`src/rtl/psum_drain_ctrl.sv`:
```
// rtl/psum_drain_ctrl.sv - drains packed partial sums from psum memory onto a valid/ready stream
// Optional lane ReLU clamp on the FIFO write path: define PSUM_DRAIN_RELU_EN.
module psum_drain_ctrl #(
    parameter int BIT_WIDTH  = 8,
    parameter int NUM_KERNEL = 4,
    parameter int DATA_WIDTH = BIT_WIDTH * NUM_KERNEL,
    parameter int ADDR_WIDTH = 32,
    parameter int REG_WIDTH  = 32,
    parameter int MEM_DELAY  = 2,
    parameter int FIFO_DEPTH = 4
) (
    input  logic                  clk,
    input  logic                  rst,
    input  logic                  i_start,
    input  logic [ADDR_WIDTH-1:0] i_base_addr,
    input  logic [REG_WIDTH-1:0]  i_num_words,
    output logic [ADDR_WIDTH-1:0] mem_radd,
    output logic                  mem_rden,
    input  logic [DATA_WIDTH-1:0] mem_odat,
    input  logic                  mem_ovld,
    output logic [DATA_WIDTH-1:0] o_dat,
    output logic                  o_vld,
    input  logic                  i_rdy,
    output logic                  o_busy,
    output logic                  o_done,
    output logic [REG_WIDTH-1:0]  dbg_drain_rd_cnt,
    output logic [REG_WIDTH-1:0]  dbg_drain_wr_cnt
);
    localparam int PW = $clog2(FIFO_DEPTH);
    localparam int CW = PW + 1;
    localparam int FW = $clog2(MEM_DELAY + 1) + 1;
    localparam logic [CW:0]   DEPTH_V    = (CW + 1)'(FIFO_DEPTH);
    localparam logic [FW-1:0] FLUSH_INIT = FW'(MEM_DELAY);

    typedef enum logic [1:0] {S_IDLE, S_READ, S_DRAIN, S_DONE} state_t;

    state_t                  state;
    logic [ADDR_WIDTH-1:0]   base_q;
    logic [REG_WIDTH-1:0]    cnt_q;
    logic [REG_WIDTH-1:0]    rd_cnt;
    logic [REG_WIDTH-1:0]    wr_cnt;
    logic                    busy_q;
    logic                    done_q;

    logic [DATA_WIDTH-1:0]   fifo_mem [FIFO_DEPTH];
    logic [PW-1:0]           wr_ptr;
    logic [PW-1:0]           rd_ptr;
    logic [CW-1:0]           fifo_cnt;
    logic [CW-1:0]           outstanding;
    logic [FW-1:0]           flush_cnt;

    logic                    active;
    logic                    credit_ok;
    logic                    push;
    logic                    pop;
    logic [DATA_WIDTH-1:0]   push_dat;

`ifdef PSUM_DRAIN_RELU_EN
    function automatic logic [DATA_WIDTH-1:0] relu_clamp(input logic [DATA_WIDTH-1:0] w);
        logic [DATA_WIDTH-1:0] r;
        r = w;
        for (int k = 0; k < NUM_KERNEL; k++) begin
            if (w[BIT_WIDTH*(k+1)-1])
                r[BIT_WIDTH*k +: BIT_WIDTH] = '0;
        end
        return r;
    endfunction
    assign push_dat = relu_clamp(mem_odat);
`else
    assign push_dat = mem_odat;
`endif

    // Credits cover both in-flight reads and buffered words, so a response always has a slot.
    assign active    = (state == S_READ) || (state == S_DRAIN);
    assign credit_ok = ({1'b0, outstanding} + {1'b0, fifo_cnt}) < DEPTH_V;
    assign mem_rden  = (state == S_READ) && (rd_cnt < cnt_q) && credit_ok;
    assign mem_radd  = mem_rden ? base_q + ADDR_WIDTH'(rd_cnt) : '0;
    assign push      = mem_ovld && active && (flush_cnt == '0);
    assign o_vld     = (fifo_cnt != '0);
    assign o_dat     = fifo_mem[rd_ptr];
    assign pop       = o_vld && i_rdy && active && (wr_cnt < cnt_q);

    assign o_busy           = busy_q;
    assign o_done           = done_q;
    assign dbg_drain_rd_cnt = rd_cnt;
    assign dbg_drain_wr_cnt = wr_cnt;

    always_ff @(posedge clk) begin
        if (rst) begin
            wr_ptr      <= '0;
            rd_ptr      <= '0;
            fifo_cnt    <= '0;
            outstanding <= '0;
            flush_cnt   <= FLUSH_INIT;
            for (int i = 0; i < FIFO_DEPTH; i++)
                fifo_mem[i] <= '0;
        end else begin
            // Responses to reads issued before reset are still in the memory pipe.
            if (flush_cnt != '0)
                flush_cnt <= flush_cnt - FW'(1);
            if (push) begin
                fifo_mem[wr_ptr] <= push_dat;
                wr_ptr           <= wr_ptr + PW'(1);
            end
            if (pop)
                rd_ptr <= rd_ptr + PW'(1);
            fifo_cnt    <= fifo_cnt + CW'(push) - CW'(pop);
            outstanding <= outstanding + CW'(mem_rden) - CW'(push);
        end
    end

    always_ff @(posedge clk) begin
        if (rst) begin
            state  <= S_IDLE;
            base_q <= '0;
            cnt_q  <= '0;
            rd_cnt <= '0;
            wr_cnt <= '0;
            busy_q <= 1'b0;
            done_q <= 1'b0;
        end else begin
            if (mem_rden)
                rd_cnt <= rd_cnt + REG_WIDTH'(1);
            if (pop)
                wr_cnt <= wr_cnt + REG_WIDTH'(1);
            case (state)
                S_IDLE: begin
                    done_q <= 1'b0;
                    if (i_start && (flush_cnt == '0)) begin
                        busy_q <= 1'b1;
                        base_q <= i_base_addr;
                        cnt_q  <= i_num_words;
                        rd_cnt <= '0;
                        wr_cnt <= '0;
                        state  <= (i_num_words == '0) ? S_DONE : S_READ;
                    end
                end
                S_READ: begin
                    if (rd_cnt == cnt_q)
                        state <= S_DRAIN;
                end
                S_DRAIN: begin
                    if (pop && (wr_cnt + REG_WIDTH'(1) == cnt_q)) begin
                        state  <= S_DONE;
                        done_q <= 1'b1;
                        busy_q <= 1'b0;
                    end
                end
                S_DONE: begin
                    // Zero-count runs arrive here with the pulse not yet raised.
                    if (done_q) begin
                        done_q <= 1'b0;
                        state  <= S_IDLE;
                    end else begin
                        done_q <= 1'b1;
                        busy_q <= 1'b0;
                    end
                end
                default: state <= S_IDLE;
            endcase
        end
    end
endmodule

```
`config.mk`:
```
export PLATFORM = sky130hd
export DESIGN_NAME = psum_drain_ctrl
export DESIGN_NICKNAME = d
export VERILOG_FILES = /design/src/rtl/psum_drain_ctrl.sv
export SDC_FILE = /design/constraint.sdc
export NUM_CORES = 1
export LEC_CHECK = 0
export BUFFER_PORTS_ARGS = -buffer_cell sky130_fd_sc_hd__buf_2
export CAP_MARGIN = 5
export CORE_ASPECT_RATIO = 0.75
export CORE_UTILIZATION = 41
export CTS_BUF_LIST = sky130_fd_sc_hd__clkbuf_8
export CTS_CLUSTER_DIAMETER = 40
export DETAILED_ROUTE_END_ITERATION = 10
export PLACE_DENSITY = 0.69
export SETUP_SLACK_MARGIN = 0.02
export SYNTH_ARGS = -nofsm -noshare
export SYNTH_HDL_FRONTEND = slang
export SYNTH_SLANG_ARGS = --single-unit
```
`constraint.sdc`:
```
create_clock -name clk -period 5.4 [get_ports clk]
set_input_delay 0.54 -clock clk [delete_from_list [all_inputs] [get_ports clk]]
set_output_delay 0.54 -clock clk [all_outputs]
set_load 0.1 [all_outputs]
```
# Word level (Yosys, flattened, before mapping)
# Memory sizes are Yosys's and may differ from the RTL's. A register that Yosys moved wholly into a read port is not among the register bits.
# Cells that the tools add are included.
# op_classes
addsub	11
n_lt_le_gt_ge	3
eq_ne	10
n_mux	30
reduce_logical	21
# op_table
op	n
$mux 32	8
$add 32x1->32 const B	2
$eq 32x32->1	2
$lt 32x32->1	2
$add 32x32->32	1
$logic_not 32->1	1
$reduce_or 32->1	1
$mux 2	8
$mux 1	11
$logic_and 1x1->1	9
$reduce_bool 3->1	3
$pmux 2 s4	1
$reduce_and 4->1	2
$add 3x1->3	2
$ne 2x2->1 const B	3
$pmux 1 s3	2
$sub 3x1->3	2
$add 2x1->2 const B	2
$add 3x3->4	1
$eq 2x2->1 const B	2
$lt 4x3->1 const B	1
$ne 2x1->1 const B	2
$reduce_and 2->1	2
$logic_not 3->1	1
4 further kinds	4
# totals
reg_bits	145
mem_bits_rw	128
inputBits	101
output_inout_bits	132
memories	1
# mem_list
memory	depth	width	rd	rd_clocked_by_memory_dff	wr	line	rtl
fifo_mem	4	32	1	1	4	45	logic [DATA_WIDTH-1:0] fifo_mem [FIFO_DEPTH];

# Depth between registers and ports, before layout
# depth
depth_word	9
mapped_depth	16
depth_no_buf	15

# Worst setup path after synthesis
# OpenSTA, ideal clock, no wires.
# synth_timing
path_type	register to output
startpoint	register rd_cnt[8], in the netlist dbg_drain_rd_cnt[8]
endpoint	output mem_radd[27]
t_arrival_ns	5.150
path_slack_ns	-0.290
path_stages_with_launch	10
cell_sequence	dfxtp_1 -> ha_1 -> a21o_1 -> a221oi_1 -> a2bb2oi_1 -> a31oi_1 -> o21ai_1 -> a2111oi_0 -> nor2_1 -> nor3_1
# synth_between
elab_chain_len	4
word_cells_on_any_way	5
cone_classes	1 x add/sub; 1 x order compare; 1 x mux; 2 x reduce/logical
# synth_lines
item	line	rtl
from (decl)	40	logic [REG_WIDTH-1:0] rd_cnt;
from (signal assigned)	123	rd_cnt <= rd_cnt + REG_WIDTH'(1);
$lt 32x32->1	76	assign mem_rden = (state == S_READ) && (rd_cnt < cnt_q) && credit_ok;
$logic_and 1x1->1 (2 in series)	76	
$mux 32 (*)	77	assign mem_radd = mem_rden ? base_q + ADDR_WIDTH'(rd_cnt) : '0;
to (decl)	17	output logic [ADDR_WIDTH-1:0] mem_radd,
# Every way passes the cells marked *; elsewhere a longest branch is shown, timed or not.

# Worst setup path after layout
# layout_timing
startpoint	register rd_cnt[13], in the netlist dbg_drain_rd_cnt[13]
endpoint	output mem_radd[29]
# The elaborated chain is that of the path after synthesis.

==> flow_metrics.tcl <==
set metrics [dict create \
    status "complete, no violations" \
    synth_area_mm2 0.0157 \
    syn2layout_area_growth_pct 16.4 \
    gp_congestion 0.948 \
    grt_setup_unrepaired "no" \
    crit_type "reg -> out" \
    synth_nets 1893 \
    postSynth.asyncResetShare_pct 0 \
    n_fill_cell 3534 \
    fin_nets 2107 \
    finalWirelength_um 47200 \
    period_share_pct 90.2 \
    syn-instance-count 1679 \
    synth_common_cells "222 x nand2_1, 192 x nor2_1, 147 x dfxtp_1" \
    yosysWarnings 0 \
    cellPowerDensity_mw_per_mm2 309 \
    worst-r2r-setup-slack_ps 1270 \
    critPathMaxFanout 18 \
    port_buffers 232 \
    hp-class "in -> reg" \
    grt_overflow_total 0 \
    yosys.area.top_type "edfxtp_1" \
    cp.required_ps 4860 \
    finalSetupTns_ps 0 \
    cts_sinks 275 \
    drt_pass1_iterations 5 \
    drv_cap 0 \
    ant_nets 0 \
    seq_area_mm2 0.00679 \
    tightest_slew_ps 1090 \
    p_total_mw 5.64 \
    vias 13300 \
    dpl_worst_slack_ps 1180 \
    whs_ps 161 \
    hold_viol 0 \
    io_pins 233 \
    syn_area_per_cell_um2 9.34 \
    grt_pass1_vias 12500 \
    cts-root-buf "clkbuf_8" \
    dp_hpwl_um 34000 \
    first_iter_violations 1051 \
    ff2ff_path_depth 14 \
    ys_seq_area_share_pct 43.3 \
    multi_input_area_mm2 0.00824 \
    initial_core_util_pct 41.9 \
    path_clk_slew_ps 70 \
    antenna_found_initial 3 \
    clock_path_buffers 3 \
    cts_setup_buffers 0 \
    grt_pass1_wl_um 71500 \
    min_to "base_q[18]$_SDFFE_PP0P_" \
    cts_tree "built" \
    grt_util_all_layers_pct 23.6 \
    setup_viol 0 \
    synth-edff-count 128 \
    worstReg2RegEnd "outstanding[2]$_SDFF_PP0_" \
    yosysUniqueCellTypes 72 \
    cts-resized-gates 0 \
    slew_headroom_pct 27.7 \
    period_minus_slack_ps 4870 \
    slew_violations 0 \
    wl_per_cell_um 19.4 \
    setup_ws_ps 527 \
    grt_max_degree 91 \
    final_layout_size_suffix_gt1_share_pct 19.3 \
    die_h_um 171 \
    dieArea_mm2 0.0390 \
    arrival_ps 4330 \
    yosysMostFrequentCell "nand2_1" \
    rows 61 \
    r2r-start "dbg_drain_rd_cnt[13]$_SDFF_PP0_" \
    vdd_ir_drop_max_uv 205 \
    critPathLaunchType "flip-flop" \
    viasPerCell 5.45 \
    yosysTopAreaCellShare_pct 24.5 \
    fin_skew_ps 39.7 \
    clk_latency_ps 620 \
    leakagePower_nw 7.68 \
    synth.area.top_cells "edfxtp_1 25%, dfxtp_1 19%, ha_1 8.8%" \
    post-route-drc-count 0 \
    min_path_cells 3 \
    dieWidth_um 228 \
    ys.flop_type "dfxtp_1" \
    design.core.area_mm2 0.0374 \
    max_freq_mhz 205 \
    cp-end-kind "output pin" \
    cts_made_buffers 49 \
    hold_buffers 0 \
    min-delay-start "i_base_addr[18]" \
    synth-seq-cells 275 \
    htree_levels 2 \
]
[stage by stage]
step                area (µm²)  instances  utilization, %
floorplan                15700       1679               -
global placement         17300       2346            46.2
detailed placement       17300       2346            46.2
CTS                      18300       2432            48.8
global route             18300       2434            48.8
finish                   18300       2434            48.8
[logic make-up after synthesis]
kind of cell,after synthesis,share of synthesized area (%)
AND/OR/NAND/NOR,676,20.6
adder cells (fa/ha/maj),113,9.16
AO/OA/AOI/OAI,273,10.6
XOR/XNOR,123,6.87
buffers and inverters,180,4.44
multiplexers,39,5.07
flip-flops,275,43.3
[metal layers]
layer	GRT usage (%)	wire length, µm	up-vias	part of all wire [%]
met2	36.6	20700	486	44
li1	-	-	6327	-
met3	5.16	3710	76	7.9
met4	6.55	1020	2	2.2
met1	33.0	21700	6378	46
met5	0	17	-	0.036
[cell usage in the layout, fill, tap and decap left out, drive strengths merged, types with 7 or more instances in the layout]
cell type / synthesis / final
nand2b: 8 / 8
nand4: 35 / 35
xnor2: 81 / 81
xor2: 42 / 42
clkinv: 0 / 15
nor3: 23 / 23
a21oi: 127 / 127
nor2: 193 / 193
dfxtp: 147 / 147
or2: 7 / 7
and2: 47 / 47
mux4: 32 / 32
clkbuf: 58 / 51
and4: 15 / 15
nand2: 222 / 222
a21o: 36 / 36
and3: 12 / 12
o21a: 9 / 9
nor2b: 16 / 16
ha: 110 / 110
nand3: 41 / 41
a211oi: 8 / 8
buf: 22 / 243
nor4: 23 / 23
o21ai: 40 / 40
or3: 18 / 18
edfxtp: 128 / 128
inv: 100 / 113
[area by class of cell]
cell class | instances | share of cell area, %
Clock buffer | 51 | 3.84
Inverter | 100 | 2.06
Clock inverter | 35 | 1.47
Timing Repair Buffer | 243 | 6.83
Antenna cell | 2 | 0.0274
Sequential cell | 275 | 37.2
Multi-Input combinational cell | 1224 | 45.1
Tap cell | 504 | 3.45
[power breakdown]
group / switching (mW) / internal, mW / total [mW]
clock: 0.941 / 1.03 / 1.98
sequential: 0.0861 / 2.30 / 2.39
combinational: 0.912 / 0.361 / 1.27
total: 1.94 / 3.70 / 5.64
[worst max path at each step]
| stage | startpoint | end | slack (ps) |
|---|---|---|---|
| CTS | dbg_drain_rd_cnt[8]$_SDFF_PP0_ | mem_radd[29] | 490 |
| global route | dbg_drain_rd_cnt[8]$_SDFF_PP0_ | mem_radd[29] | 120 |
| detailed placement | dbg_drain_rd_cnt[8]$_SDFF_PP0_ | mem_radd[29] | 1180 |
| finish | dbg_drain_rd_cnt[13]$_SDFF_PP0_ | mem_radd[29] | 530 |
| floorplan | dbg_drain_rd_cnt[0]$_SDFF_PP0_ | mem_radd[24] | 550 |
| global placement | dbg_drain_rd_cnt[8]$_SDFF_PP0_ | mem_radd[29] | 1250 |
[registers in the layout (all words and copies together), names as in the netlist, named ones only]
register and count:
fifo_mem 128, base_q 32, cnt_q 32, dbg_drain_rd_cnt 32, dbg_drain_wr_cnt 32, fifo_cnt 3
flush_cnt 3, outstanding 3, rd_ptr 2, state 2, wr_ptr 2, o_busy 1
o_done 1
[critical path, stage by stage (launching register included)]
cell and delay, ps:
dfxtp_1 650, ha_1 350, a21o_1 180, a21o_1 170
a21oi_1 280, o21ai_0 170, a21o_1 210, a211o_2 330
inv_1 530, o211ai_1 180, o31ai_1 100, or3b_1 130
buf_2 410
(Power assumes the default switching activity.)
